$ cat config.mk
export PLATFORM = sky130hd
export DESIGN_NAME = dps_bus_initiator
export DESIGN_NICKNAME = d
export VERILOG_FILES = /design/src/rtl/dps_bus_initiator.sv
export SDC_FILE = /design/constraint.sdc
export NUM_CORES = 1
export LEC_CHECK = 0
export ABC_AREA = 1
export CORE_ASPECT_RATIO = 0.6
export CORE_MARGIN = 1.5
export CORE_UTILIZATION = 47
export DETAILED_ROUTE_END_ITERATION = 8
export DONT_BUFFER_PORTS = 1
export PLACE_DENSITY = 0.72
export RECOVER_POWER = 25
export SYNTH_ARGS = -nofsm -noshare
export SYNTH_HDL_FRONTEND = slang
export SYNTH_SLANG_ARGS = --single-unit
$ cat constraint.sdc
create_clock -name iCLOCK -period 6.7 [get_ports iCLOCK]
set_input_delay 1.34 -clock iCLOCK [delete_from_list [all_inputs] [get_ports iCLOCK]]
set_output_delay 1.34 -clock iCLOCK [all_outputs]
set_load 0.05 [all_outputs]
$ cat src/rtl/dps_bus_initiator.sv
// dps_bus_initiator
// CPU-side master for the DPS bus. Core load/store requests are queued in a
// small FIFO and issued one at a time over the DPS request/busy handshake.
// Writes are posted. Reads hold the request path until the DPS returns data
// or a timeout expires, so completions reach the core in issue order.
// The block also terminates the DPS interrupt line. It latches the IRQ number,
// acks the DPS for one cycle, and holds the interrupt for the core until the
// core acks it.
//
// Handshakes:
//   core -> FIFO : a request is taken on any cycle with iCORE_REQ && !oCORE_BUSY.
//                  A request offered while busy is dropped, not retried.
//   FIFO -> DPS  : oDPS_REQ is only raised when !iDPS_BUSY. A raised oDPS_REQ
//                  is therefore accepted in that same cycle.
//   DPS -> core  : iDPS_VALID is honoured only while a read is outstanding.
//                  oCORE_VALID pulses for one cycle, and oCORE_ERR qualifies it.
//   IRQ          : DPS holds iDPS_IRQ_REQ until oDPS_IRQ_ACK. The core holds the
//                  interrupt until it pulses iCORE_IRQ_ACK.
//
// Ports:
//   iCLOCK, inRESET                         clock, async active-low reset
//   iCORE_REQ/RW/ADDR/DATA, oCORE_BUSY      core request side
//   oCORE_VALID/DATA/ERR                    read completion to core
//   oDPS_REQ/RW/ADDR/DATA, iDPS_BUSY        DPS request side
//   iDPS_VALID/DATA                         DPS read data
//   iDPS_IRQ_REQ/NUM, oDPS_IRQ_ACK          DPS interrupt side
//   oCORE_IRQ_VALID/NUM, iCORE_IRQ_ACK      core interrupt side
module dps_bus_initiator #(
    parameter int REQ_DEPTH = 4,
    parameter int TIMEOUT   = 1023
) (
    input  logic        iCLOCK,
    input  logic        inRESET,
    input  logic        iCORE_REQ,
    output logic        oCORE_BUSY,
    input  logic        iCORE_RW,
    input  logic [31:0] iCORE_ADDR,
    input  logic [31:0] iCORE_DATA,
    output logic        oCORE_VALID,
    output logic [31:0] oCORE_DATA,
    output logic        oCORE_ERR,
    output logic        oDPS_REQ,
    input  logic        iDPS_BUSY,
    output logic        oDPS_RW,
    output logic [31:0] oDPS_ADDR,
    output logic [31:0] oDPS_DATA,
    input  logic        iDPS_VALID,
    input  logic [31:0] iDPS_DATA,
    input  logic        iDPS_IRQ_REQ,
    input  logic [5:0]  iDPS_IRQ_NUM,
    output logic        oDPS_IRQ_ACK,
    output logic        oCORE_IRQ_VALID,
    output logic [5:0]  oCORE_IRQ_NUM,
    input  logic        iCORE_IRQ_ACK
);
    localparam int               PTR_W    = $clog2(REQ_DEPTH);
    localparam logic [PTR_W-1:0] PTR_ONE  = PTR_W'(1);
    localparam logic [PTR_W:0]   CNT_ONE  = (PTR_W+1)'(1);
    localparam logic [PTR_W:0]   CNT_FULL = (PTR_W+1)'(REQ_DEPTH);
    // The counter starts at 0 on the first RD_WAIT cycle, so TIMEOUT-1 marks
    // the TIMEOUT-th waiting cycle.
    localparam logic [15:0]      TO_LAST  = 16'(TIMEOUT - 1);

    localparam logic [0:0] ST_IDLE    = 1'b0;
    localparam logic [0:0] ST_RD_WAIT = 1'b1;
    localparam logic [0:0] IRQ_IDLE   = 1'b0;
    localparam logic [0:0] IRQ_HOLD   = 1'b1;

    // Request FIFO storage. It is not reset, because the pointers and count
    // define which entries are valid.
    logic              fifo_rw   [REQ_DEPTH];
    logic [31:0]       fifo_addr [REQ_DEPTH];
    logic [31:0]       fifo_data [REQ_DEPTH];
    logic [PTR_W-1:0]  wr_ptr;
    logic [PTR_W-1:0]  rd_ptr;
    logic [PTR_W:0]    count;

    logic [0:0]        req_state;
    logic [15:0]       to_cnt;
    logic [0:0]        irq_state;

    logic              push;
    logic              pop;
    logic              fifo_empty;
    logic              dps_req;
    logic              timed_out;

    assign fifo_empty = (count == '0);
    assign oCORE_BUSY = (count == CNT_FULL);
    assign push       = iCORE_REQ && !oCORE_BUSY;

    // Issue only from IDLE. At most one read is ever outstanding.
    assign dps_req    = (req_state == ST_IDLE) && !fifo_empty && !iDPS_BUSY;
    assign pop        = dps_req;
    assign timed_out  = (to_cnt == TO_LAST);

    // The address, data and direction are don't-care without a request. They
    // are driven to 0 so that the bus stays quiet, including during reset.
    assign oDPS_REQ   = dps_req;
    assign oDPS_RW    = dps_req && fifo_rw[rd_ptr];
    assign oDPS_ADDR  = dps_req ? fifo_addr[rd_ptr] : 32'd0;
    assign oDPS_DATA  = dps_req ? fifo_data[rd_ptr] : 32'd0;

    always_ff @(posedge iCLOCK) begin
        if (push) begin
            fifo_rw[wr_ptr]   <= iCORE_RW;
            fifo_addr[wr_ptr] <= iCORE_ADDR;
            fifo_data[wr_ptr] <= iCORE_DATA;
        end
    end

    // Pointers wrap naturally because REQ_DEPTH is a power of two.
    always_ff @(posedge iCLOCK or negedge inRESET) begin
        if (!inRESET) begin
            wr_ptr <= '0;
            rd_ptr <= '0;
            count  <= '0;
        end else begin
            if (push) wr_ptr <= wr_ptr + PTR_ONE;
            if (pop)  rd_ptr <= rd_ptr + PTR_ONE;
            if (push && !pop)      count <= count + CNT_ONE;
            else if (!push && pop) count <= count - CNT_ONE;
        end
    end

    // Request FSM. Writes are posted and leave the FSM in IDLE. A read parks
    // it in RD_WAIT until data arrives or the timeout fires. Data takes
    // priority over a timeout that expires in the same cycle.
    always_ff @(posedge iCLOCK or negedge inRESET) begin
        if (!inRESET) begin
            req_state   <= ST_IDLE;
            to_cnt      <= '0;
            oCORE_VALID <= 1'b0;
            oCORE_DATA  <= 32'd0;
            oCORE_ERR   <= 1'b0;
        end else begin
            oCORE_VALID <= 1'b0;
            oCORE_ERR   <= 1'b0;
            if (req_state == ST_IDLE) begin
                if (dps_req && !fifo_rw[rd_ptr]) begin
                    req_state <= ST_RD_WAIT;
                    to_cnt    <= '0;
                end
            end else begin
                if (iDPS_VALID) begin
                    oCORE_VALID <= 1'b1;
                    oCORE_DATA  <= iDPS_DATA;
                    req_state   <= ST_IDLE;
                end else if (timed_out) begin
                    oCORE_VALID <= 1'b1;
                    oCORE_DATA  <= 32'd0;
                    oCORE_ERR   <= 1'b1;
                    req_state   <= ST_IDLE;
                end else begin
                    to_cnt <= to_cnt + 16'd1;
                end
            end
        end
    end

    // IRQ FSM. While the core holds an interrupt, the DPS line is not sampled.
    // A second request therefore waits until the core acks the first one.
    always_ff @(posedge iCLOCK or negedge inRESET) begin
        if (!inRESET) begin
            irq_state       <= IRQ_IDLE;
            oDPS_IRQ_ACK    <= 1'b0;
            oCORE_IRQ_VALID <= 1'b0;
            oCORE_IRQ_NUM   <= 6'd0;
        end else begin
            oDPS_IRQ_ACK <= 1'b0;
            if (irq_state == IRQ_IDLE) begin
                if (iDPS_IRQ_REQ) begin
                    oDPS_IRQ_ACK    <= 1'b1;
                    oCORE_IRQ_VALID <= 1'b1;
                    oCORE_IRQ_NUM   <= iDPS_IRQ_NUM;
                    irq_state       <= IRQ_HOLD;
                end
            end else if (iCORE_IRQ_ACK) begin
                oCORE_IRQ_VALID <= 1'b0;
                irq_state       <= IRQ_IDLE;
            end
        end
    end
endmodule
**Word-level counts from Yosys, hierarchy flattened**

Memory sizes are Yosys's and may differ from the RTL's.
Cells that the tools add are included.
W data, S select, Z words.

- Word-level logic and storage cells: 77
- Input port bits: 110
- Register bits: 67
- Memories: 3
- RAM bits: 260

- Bitwise gates (word level): 2
- Equal/unequal tests: 5
- Muxes and demuxes: 28
- $add $sub $neg: 5
- Reduce and logical (&&, ||, !) cells: 22

Memories:

| memory | depth | width | read ports | clocked after memory_dff | write ports | line | text |
|---|---|---|---|---|---|---|---|
| fifo_addr | 4 | 32 | 1 | 0 | 1 | 72 | `logic [31:0] fifo_addr [REQ_DEPTH];` |
| fifo_data | 4 | 32 | 1 | 0 | 1 | 73 | `logic [31:0] fifo_data [REQ_DEPTH];` |
| fifo_rw | 4 | 1 | 1 | 0 | 1 | 71 | `logic fifo_rw [REQ_DEPTH];` |

Operator list:

| cell | count |
|---|---|
| $mux W32 | 4 |
| $mux W16 | 4 |
| $mux W1 | 18 |
| $add A16 B1 Y16 const B | 1 |
| $eq A16 B10 Y1 const B | 1 |
| $reduce_bool A2 Y1 | 4 |
| $logic_and A1 B1 Y1 | 7 |
| $logic_not A1 Y1 | 6 |
| $mux W3 | 2 |
| $ne A2 B2 Y1 const B | 3 |
| $reduce_and A2 Y1 | 3 |
| $add A2 B1 Y2 const B | 2 |
| $add A3 B1 Y3 const B | 1 |
| $eq A3 B3 Y1 const B | 1 |
| $logic_not A3 Y1 | 1 |
| $reduce_and A3 Y1 | 1 |
| $sub A3 B1 Y3 const B | 1 |
| $not A1 Y1 | 2 |

**Longest topological paths before layout**

Gate-level depths: netlist of the first run.

- Word-level depth: 7
- Mapped depth: 11
- Gate-level depth less buffers: 9

**Worst setup path after synthesis of the first run**

Ideal clock, no wire load.

- Path type: in2reg
- From: input iCORE_REQ
- To: memory fifo_addr[0][0], enable pin
- Cell stages on the path: 4
- Buffers on the path: 0
- Required time: 6.212 ns
- Setup slack: 1.763 ns
- Setup time: 0.488 ns
- Arrival: 4.448 ns
- Cells stage by stage: inv_1 -> nor2_1 -> inv_1 -> nor2_1

- Longest elaborated chain between the ends: 3

RTL lines:

| what | line | text |
|---|---|---|
| from (decl) | 34 | `input logic iCORE_REQ,` |
| $logic_and A1 B1 Y1 | 90 | `assign push = iCORE_REQ && !oCORE_BUSY;` |
| named net push | 82 | `logic push;` |
| $mux W1 | 105 | `if (push) begin` |
| $mux W1 (not written as such) | 107 | `fifo_addr[wr_ptr] <= iCORE_ADDR;` |
| to (decl) | 72 |  |

The timed path passes the listed nets, and every way through them passes these cells.

**Worst setup path after layout of the first run**

- From: register rd_ptr[0]
- To: output oDPS_ADDR[19]

- Longest elaborated chain between the ends: 2

RTL lines:

| what | line | text |
|---|---|---|
| from (decl) | 75 | `logic [PTR_W-1:0] rd_ptr;` |
| from (signal assigned) | 120 | `if (pop) rd_ptr <= rd_ptr + PTR_ONE;` |
| $mem_v2 Z4 W32 | - |  |
| $mux W32 | 101 | `assign oDPS_ADDR = dps_req ? fifo_addr[rd_ptr] : 32'd0;` |
| to (decl) | 45 | `output logic [31:0] oDPS_ADDR,` |

Every way passes these cells.

==> results of run 1 <==
metrics by stage:
stage	area (sq um)	setup WS [ps]	hold slack [ps]	power [mW]
after CTS	14600	1660	442	7.25
after global placement	13600	2280	441	5.52
after floorplan	13300	1760	418	5.09
after global routing	14600	1460	441	7.56
after detailed placement	13600	2220	445	5.57
final	14600	1700	478	7.17
cell usage in the layout, fill, tap and decap left out, types with 4 or more instances in the layout:
cell / netlist / final
sky130_fd_sc_hd__nor2_4: 2 / 6
sky130_fd_sc_hd__nand2_4: 4 / 4
sky130_fd_sc_hd__nand4_1: 5 / 5
sky130_fd_sc_hd__nand2_1: 148 / 147
sky130_fd_sc_hd__clkinv_2: 0 / 7
sky130_fd_sc_hd__clkinv_1: 1 / 9
sky130_fd_sc_hd__buf_4: 2 / 10
sky130_fd_sc_hd__nand3_2: 5 / 5
sky130_fd_sc_hd__edfxtp_1: 260 / 260
sky130_fd_sc_hd__nor3_1: 5 / 4
sky130_fd_sc_hd__nand3_1: 56 / 56
sky130_fd_sc_hd__dfrtp_1: 67 / 65
sky130_fd_sc_hd__a21oi_1: 66 / 66
sky130_fd_sc_hd__inv_1: 28 / 27
sky130_fd_sc_hd__nand2_2: 8 / 9
sky130_fd_sc_hd__nor2_1: 291 / 287
sky130_fd_sc_hd__xor2_1: 7 / 7
sky130_fd_sc_hd__clkbuf_16: 0 / 31
sky130_fd_sc_hd__ha_1: 7 / 7
sky130_fd_sc_hd__o21ai_0: 129 / 129
cell usage after synthesis (8+ instances only):
library cell	instances
sky130_fd_sc_hd__nor2_1	291
sky130_fd_sc_hd__dfrtp_1	67
sky130_fd_sc_hd__nand2_2	8
sky130_fd_sc_hd__inv_1	28
sky130_fd_sc_hd__clkbuf_1	19
sky130_fd_sc_hd__edfxtp_1	260
sky130_fd_sc_hd__buf_1	11
sky130_fd_sc_hd__buf_2	24
sky130_fd_sc_hd__nand3_1	56
sky130_fd_sc_hd__o21ai_0	129
sky130_fd_sc_hd__nand2_1	148
sky130_fd_sc_hd__a21oi_1	66
state kept, by name (all words and copies together) (netlist names):
register	count
oCORE_IRQ_NUM	6
irq_state	1
fifo_data	128
count	3
oCORE_DATA	32
wr_ptr	2
rd_ptr	2
oCORE_IRQ_VALID	1
to_cnt	16
oCORE_VALID	1
fifo_addr	128
oDPS_IRQ_ACK	1
fifo_rw	4
oCORE_ERR	1
req_state	1
logic make-up (layout without fill, tap and decap cells):
family          after synthesis  after routing  share of synthesized area, %
simple gates                530            530                          16.5
xor+xnor                     10             10                         0.657
fa+ha+maj                     8              8                         0.807
buf+inv                      95             96                          3.37
flops                       327            327                          71.2
compound gates              198            198                          7.44
mux                           1              1                        0.0845
worst reg2reg max path, stage by stage, from the launching register on:
cell	delay (ps)
sky130_fd_sc_hd__dfrtp_1	440
sky130_fd_sc_hd__nor3_2	190
sky130_fd_sc_hd__nor2_1	480
sky130_fd_sc_hd__inv_1	320
sky130_fd_sc_hd__nor2_4	720
sky130_fd_sc_hd__buf_4	680
power by group through the flow:
| stage | clock network [mW] | logic, mW | registers [mW] |
|---|---|---|---|
| after floorplan | 0 | 1.87 | 3.22 |
| after global placement | 0 | 2.23 | 3.29 |
| after detailed placement | 0 | 2.27 | 3.30 |
| after CTS | 1.71 | 2.27 | 3.26 |
| after global routing | 1.79 | 2.47 | 3.30 |
| final | 1.66 | 2.24 | 3.26 |
worst max path at each step:
stage / from / to / slack, ps / cells past startpoint
final: rd_ptr[0] / oDPS_ADDR[19] / 1700 / 3
after global routing: rd_ptr[0] / oDPS_ADDR[19] / 1460 / 3
after CTS: rd_ptr[0] / oDPS_ADDR[19] / 1660 / 3
after detailed placement: iDPS_BUSY / oDPS_ADDR[19] / 2220 / 4
after global placement: iDPS_BUSY / oDPS_ADDR[19] / 2280 / 4
after floorplan: iCORE_REQ / fifo_addr[0][0] / 1760 / 4
cell type report:
| class | instances | area, sq um | area share [%] |
|---|---|---|---|
| Sequential cell | 327 | 9490 | 65.2 |
| Tap cell | 367 | 459 | 3.16 |
| Clock buffer | 32 | 779 | 5.36 |
| Clock inverter | 21 | 178 | 1.22 |
| Timing Repair Buffer | 11 | 95.1 | 0.653 |
| Multi-Input combinational cell | 747 | 3430 | 23.6 |
| Inverter | 32 | 123 | 0.843 |
per-layer routing:
metal | vias up | routed length, um
met5 | - | 0
met3 | 37 | 2380
li1 | 3956 | -
met4 | 0 | 502
met1 | 4059 | 13600
met2 | 258 | 13300
==> results.toml, run 1 <==
[flow_run]
cap_viol_max_count = 0

[synth]
yosysWarnings = 0
synthesis.nets = 1287
yosys.area.top_type = "sky130_fd_sc_hd__edfxtp_1"
leading_post_synthesis_cells_by_cell_area = "sky130_fd_sc_hd__edfxtp_1, sky130_fd_sc_hd__dfrtp_1, sky130_fd_sc_hd__nor2_1, sky130_fd_sc_hd__o21ai_0, sky130_fd_sc_hd__nand2_1"
synth_cell_types = 32
asyncSetResetFlopFracSynth_pct = 20.5
synth_flop_cell = "sky130_fd_sc_hd__edfxtp_1"
synth_edf_count = 260
synth_seq_cells = 327
synth_seq_area_share_pct = 71.2
post-synth-top-area-fraction_pct = 58.6
synth_area_sq_um = 13300
postSynthCellCount = 1169
avgSynthCellArea_sq_um = 11.4

[power_and_ir_drop]
pwr-share-comb_pct = 31.3
power_frac_seq_pct = 45.5
clock_power_share_pct = 23.2
p_leak_nw = 5.30
switching_share_pct = 43.1
internal-power_mw = 4.08
peakVddDrop_mv = 0.293
p_sw_mw = 3.09
power_per_unit_of_standard_cell_area_nw_per_um2 = 493

[cts]
path_clk_slew_ps = 60
cts_setup_buffers = 0
tritoncts_clock_tree = "done"
cts.hold.buffers_added = 0
cts_sinks = 327
clock_insertion_delay_worst_skew_ps = 550
number_of_cts_inserted_buffers = 30
cts-htree-levels = 1
cts-root-to-sink-buffers = 3
cts_repair_resize_count = 0
clock_tree.root_cell = "sky130_fd_sc_hd__clkbuf_16"

[critical_path]
crit_fanout = 131
critical_path.cell_chain = "inv_4, o21ai_0, a21oi_1"
worstPathArrival_ps = 3660
cp_slowest_cell = "sky130_fd_sc_hd__a21oi_1"
crit_path_end_kind = "primary output"
timing.reg2reg.setup_slack_ps = 3470
worst_setup_path_start_kind = "register"
startpoint_of_the_lowest_slack_register_to_register_path = "count[0]"
crit_required_ps = 5360
critical-path-top-delay-family = "compound AO/OA/AOI/OAI gates"
slowest_delay_ps = 970
reg2reg_to = "fifo_data[3][17]"
critPathBufInv = 1
critical_path_class = "reg -> out"
reg2regPathDepth = 5

[timing]
final.setup_skew_ps = 7.78
finalMaxSlewViolations = 0
layout_worst_path_cycle_share_pct = 74.6
worst_pin_slew_ps = 1220
max_freq_ghz = 0.200
rsz0062_at_grt = "false"
period_needed_ps = 5000
fin_tns_setup_ps = 0
setup_violations_final = 0
hold_viol = 0
timing.max_slew.rel_slack_pct = 18.8

[worst_hold_path]
hold_path.class = "in -> async"

[final_layout]
finalNonFillerCells = 1537
fillers = 2317
synthToLayoutAreaGrowth_pct = 9.21
final_core_util_pct = 52.5
layout-drive-gt1-share_pct = 7.86
antenna_cells_inserted = 0
finish.net_count = 1267

[global_route]
groute.usage.overall_pct = 20.2
grt_pass1_vias = 7851
global_route.usage.met1_pct = 29.6
top_usage_layer = "met2"
antenna_found_initial = 0
largest_net_degree_at_the_start_of_global_routing = 132
grt-ovfl-total = 0
grt.met3_usage_pct = 5.68
grt_first_pass_wirelength_mm = 45.5
grt.met2_usage_pct = 30.0

[routing]
first_pass_iters = 4
routed_wirelength_mm = 29.8
vias = 8310
route.detailed.vias_per_inst = 5.41
drt_first_iter_violations = 665
final_antenna_net_count = 0
avgRoutedWirePerCell_um = 19.4
route.detailed.drc = 0

[placement]
hpwlAfterDp_mm = 18.2
placed_cells_incl_taps = 1484
portBuffers = 0
gp_routability_congestion = 0.879

[floorplanning]
die_h_um = 133
chipWidth_um = 220
rows = 47
initial_core_util_pct = 48.1
design.die.area_sq_um = 29400
io_pins = 219
core_region_area_sq_um = 27700

[outcome]
status = "finished clean"
Note: power is estimated with default switching activity, not from simulation.
==> run 2, diff against run 1 <==
PLACE_DENSITY = 0.74   (was 0.72)
clock period = 4.16 ns   (was 6.7 ns; I/O delays follow)
==> run 2 against run 1 <==
Compared with the run above: power increased by 70%; clock-buffer cell count increased by 6; largest power group unchanged; non-clock buffer count rose by 73; critical path type unchanged; global-route usage rose by 0.093 points; first-iteration DRC count up 12%; combinational power increased by 88%.
==> results.toml, run 2 (same netlist as run 1, synthesis figures left out) <==
[critical_path]
critical_path_class = "reg -> out"
reg2regPathDepth = 10
crit_fanout = 63
worstPathArrival_ps = 2470
timing.reg2reg.setup_slack_ps = 1550
startpoint_of_the_lowest_slack_register_to_register_path = "count[0]"
crit_required_ps = 3330
cp-startpoint = "rd_ptr[0]"
worst_setup_path_start_kind = "register"
reg2reg_to = "count[2]"
crit_path_end_kind = "primary output"

[final_layout]
ff_latch_area_sq_um = 9490
largest_registers = "fifo_addr x128, fifo_data x128, oCORE_DATA x32"
synthToLayoutAreaGrowth_pct = 14.5
fillers = 2261
antenna_cells_inserted = 0
multi_input_area_sq_um = 3430
layout-drive-gt1-share_pct = 13.4
finish.net_count = 1340
final_core_util_pct = 55.1
layout_common_cells = "sky130_fd_sc_hd__nor2_1, sky130_fd_sc_hd__edfxtp_1, sky130_fd_sc_hd__nand2_1"
layout.cells.most_common = "sky130_fd_sc_hd__nor2_1"

[global_route]
largest_net_degree_at_the_start_of_global_routing = 132
grt-ovfl-total = 0
grt_pass1_vias = 7928
antenna_found_initial = 0
groute.usage.overall_pct = 20.3
grt_first_pass_wirelength_mm = 46.0

[timing]
finalMaxSlewViolations = 0
setup_violations_final = 0
hold_viol = 0
final.setup_skew_ps = 21.4
post-route-worst-setup-slack_ps = 858
worst_hold_slack_ps = 141
layout_worst_path_cycle_share_pct = 79.4
max_freq_ghz = 0.303
rsz0062_at_grt = "false"
worst_pin_slew_ps = 1050
timing.max_slew.rel_slack_pct = 29.4
period_needed_ps = 3300

[floorplanning]
core_region_area_sq_um = 27700
die_h_um = 133
initial_core_util_pct = 48.1
design.die.area_sq_um = 29400
rows = 47
io_pins = 219
chipWidth_um = 220

[cts]
cts-htree-levels = 1
cts_sinks = 327
cts-root-to-sink-buffers = 3
clock_insertion_delay_worst_skew_ps = 570
path_clk_slew_ps = 60
tritoncts_clock_tree = "done"
number_of_cts_inserted_buffers = 30
cts_repair_resize_count = 0
clock_tree.root_cell = "sky130_fd_sc_hd__clkbuf_16"

[placement]
hpwlAfterDp_mm = 17.8
portBuffers = 0
gp_routability_congestion = 0.892
preCtsSetupSlack_ps = 1430

[outcome]
status = "finished clean"

[power_and_ir_drop]
peakVddDrop_mv = 0.566
p_leak_nw = 5.74
power_per_unit_of_standard_cell_area_nw_per_um2 = 799

[routing]
route.detailed.drc = 0
avgRoutedWirePerCell_um = 18.5
route.detailed.vias_per_inst = 5.35
vias = 8628
drt_first_iter_violations = 747
first_pass_iters = 8
routed_wirelength_mm = 29.8
final_antenna_net_count = 0

[worst_hold_path]
hold_path.class = "in -> async"

[flow_run]
cap_viol_max_count = 0
## run 2: what timing repair did
item                                   4_1_cts  5_1_grt
buffers inserted                             0        0
endpoints found under the hold margin       67        0
hold buffers                                 1        0
## run 2: worst max-delay path by stage
stage	endpoint	slack [ps]	depth (start not counted)
floorplan	fifo_addr[0][0]	-270	4
finish	oDPS_DATA[18]	860	5
CTS	oDPS_ADDR[27]	810	5
global placement	oDPS_ADDR[27]	1460	6
global route	oDPS_DATA[2]	670	5
detailed placement	oDPS_ADDR[27]	1430	5
## run 2: critical path: stages, from the launching register on
cell and delay [ps]:
sky130_fd_sc_hd__dfrtp_4 500, sky130_fd_sc_hd__inv_4 450, sky130_fd_sc_hd__buf_4 330, sky130_fd_sc_hd__o21ai_0 110
sky130_fd_sc_hd__a21oi_1 230, sky130_fd_sc_hd__buf_4 240
## run 2: layer usage
layer  track usage (%)  part of all wire (%)
met2              29.3                    44
met1              30.9                    46
met4              3.93                   1.5
met5                 0                     0
met3              5.37                   8.5
## run 2: final cells by class
type / instances / share of cell area (%)
clock inverter: 17 / 1.24
sequential: 327 / 62.2
multi-input combinational: 747 / 22.5
tap: 367 / 3.01
inverter: 32 / 0.804
clock buffer: 38 / 5.45
timing repair buffer: 84 / 4.84
## run 2: through the flow
stage	cell area, sq um	instances	power, mW	TNS, ps
floorplan	13300	1169	8.19	-69820
finish	15300	1612	12.2	0
CTS	15300	1612	12.3	0
global placement	14200	1556	9.36	0
global route	15300	1612	12.8	0
detailed placement	14200	1556	9.44	0
## run 2: report_power, final
group          leakage, nW  switching [mW]  internal [mW]
Sequential            3.23           0.856           4.30
Clock                0.501            1.18           1.66
Combinational         2.01            3.05           1.15
Total                 5.74            5.09           7.10
==> run 3, diff against run 2 <==
PLACE_DENSITY = 0.72   (was 0.74)
clock period = 3.1 ns   (was 4.16 ns; I/O delays follow)
==> run 3 against run 2 <==
Compared with the run above: wire length is 1.8% higher; largest cell class unchanged; setup slack got worse by 740 ps; cell count increased by 0.25%; clock power rose by 20%; largest power group unchanged; critical endpoint is now oDPS_DATA[29].
==> results.toml, run 3 (same netlist as run 1, synthesis figures left out) <==
[outcome]
status = "finished clean"

[critical_path]
crit_required_ps = 2480
crit_path_end_kind = "primary output"
reg2regPathDepth = 5
worst_setup_path_start_kind = "register"
startpoint_of_the_lowest_slack_register_to_register_path = "req_state"
critical_path_class = "reg -> out"
reg2reg_to = "to_cnt[10]"
timing.reg2reg.setup_slack_ps = 720
worstSetupEndpoint = "oDPS_DATA[29]"
worstPathArrival_ps = 2360
cp-startpoint = "rd_ptr[0]"
crit_fanout = 25

[cts]
path_clk_slew_ps = 60
clock_tree.root_cell = "sky130_fd_sc_hd__clkbuf_16"
cts-root-to-sink-buffers = 3
cts-htree-levels = 1
clock_insertion_delay_worst_skew_ps = 560
tritoncts_clock_tree = "done"
cts_sinks = 327
number_of_cts_inserted_buffers = 29

[timing]
max_freq_ghz = 0.335
worst_pin_slew_ps = 1180
period_needed_ps = 2980
final.setup_skew_ps = 17.8
setup_violations_final = 0
hold_viol = 0
layout_worst_path_cycle_share_pct = 96.2
post-route-worst-setup-slack_ps = 117
finalMaxSlewViolations = 0
timing.max_slew.rel_slack_pct = 20.6
rsz0062_at_grt = "false"

[placement]
placed_cells_incl_taps = 1560
preCtsSetupSlack_ps = 559
portBuffers = 0
hpwlAfterDp_mm = 18.8
gp_routability_congestion = 0.872

[global_route]
largest_net_degree_at_the_start_of_global_routing = 68
groute.usage.overall_pct = 20.4
grt_first_pass_wirelength_mm = 46.2
antenna_found_initial = 0
grt_pass1_vias = 8256
grt-ovfl-total = 0

[floorplanning]
die_h_um = 133
io_pins = 219
rows = 47
initial_core_util_pct = 48.1
design.die.area_sq_um = 29400
core_region_area_sq_um = 27700
chipWidth_um = 220

[routing]
final_antenna_net_count = 0
avgRoutedWirePerCell_um = 18.8
vias = 8596
routed_wirelength_mm = 30.3
route.detailed.drc = 0
drt_first_iter_violations = 779
route.detailed.vias_per_inst = 5.32
first_pass_iters = 4

[power_and_ir_drop]
power_per_unit_of_standard_cell_area_nw_per_um2 = 1060
clock_power_share_pct = 21.2
internal-power_mw = 9.28
power_frac_seq_pct = 43.3
pwr-share-comb_pct = 35.4
p_sw_mw = 6.78
p_leak_nw = 5.72
switching_share_pct = 42.2
peakVddDrop_mv = 0.679

[final_layout]
layout.cells.most_common = "sky130_fd_sc_hd__nor2_1"
largest_registers = "fifo_addr x128, fifo_data x128, oCORE_DATA x32"
layout-drive-gt1-share_pct = 13.1
finalNonFillerCells = 1616
final_core_util_pct = 54.9
layout_common_cells = "sky130_fd_sc_hd__nor2_1, sky130_fd_sc_hd__edfxtp_1, sky130_fd_sc_hd__nand2_1"
synthToLayoutAreaGrowth_pct = 14.2
antenna_cells_inserted = 0
finish.net_count = 1345

[worst_hold_path]
hold_path.class = "in -> reg"

[flow_run]
cap_viol_max_count = 0
run 3: layout make-up:
type | count | area [sq um]
repair buffers | 90 | 831
clock inverters | 16 | 120
clock buffers | 37 | 756
well taps | 367 | 459
inverters | 32 | 125
multi-input cells | 747 | 3430
flip-flops and latches | 327 | 9490
fillers | 2306 | 12500
run 3: worst max-delay path, cell delays in order, from the launching register on:
cell and delay (ps):
sky130_fd_sc_hd__dfrtp_4 620, sky130_fd_sc_hd__inv_6 220, sky130_fd_sc_hd__buf_4 300, sky130_fd_sc_hd__o21ai_0 160
sky130_fd_sc_hd__a21oi_1 260, sky130_fd_sc_hd__buf_4 250
run 3: timing repair:
action / 4_1_cts / 5_1_grt
setup buffers: 0 / 1
endpoints found under the setup margin: 4 / 53
hold buffers: 2 / 0
endpoints found under the hold margin: 67 / 0
gates resized for setup: 1 / 1
pin swaps: 0 / 0
run 3: power by group through the flow:
stage,Sequential [mW],Combinational [mW],Clock (mW)
after global routing,7.05,6.19,3.65
final,6.96,5.69,3.41
after global placement,7.05,5.56,0
after detailed placement,7.08,5.64,0
after CTS,7.00,5.68,3.50
after floorplan,6.91,4.05,0
run 3: how the worst min path moves through the flow:
stage          cells after the start                to           start
2_1_floorplan                      0          count[0]         inRESET
3_3_place_gp                       0       oCORE_VALID         inRESET
3_5_place_dp                       0       oCORE_VALID         inRESET
4_1_cts                            1   oCORE_IRQ_VALID   iCORE_IRQ_ACK
5_1_grt                            0  fifo_data[2][20]  iCORE_DATA[20]
6_report                           1   oCORE_IRQ_VALID   iCORE_IRQ_ACK
run 3: routing by layer:
layer	track usage (%)	routed length, um
met1	29.7	14000
met2	30.8	13500
met3	5.09	2120
met4	5.25	737
met5	0	0
run 3: through the flow:
step	instance area [sq um]	hold slack [ps]	power, mW	TNS, ps
floorplan	13300	324	11.0	-37410
global placement	14300	330	12.6	0
detailed placement	14300	330	12.7	0
CTS	15200	121	16.2	0
global route	15200	126	16.9	0
finish	15200	146	16.1	0
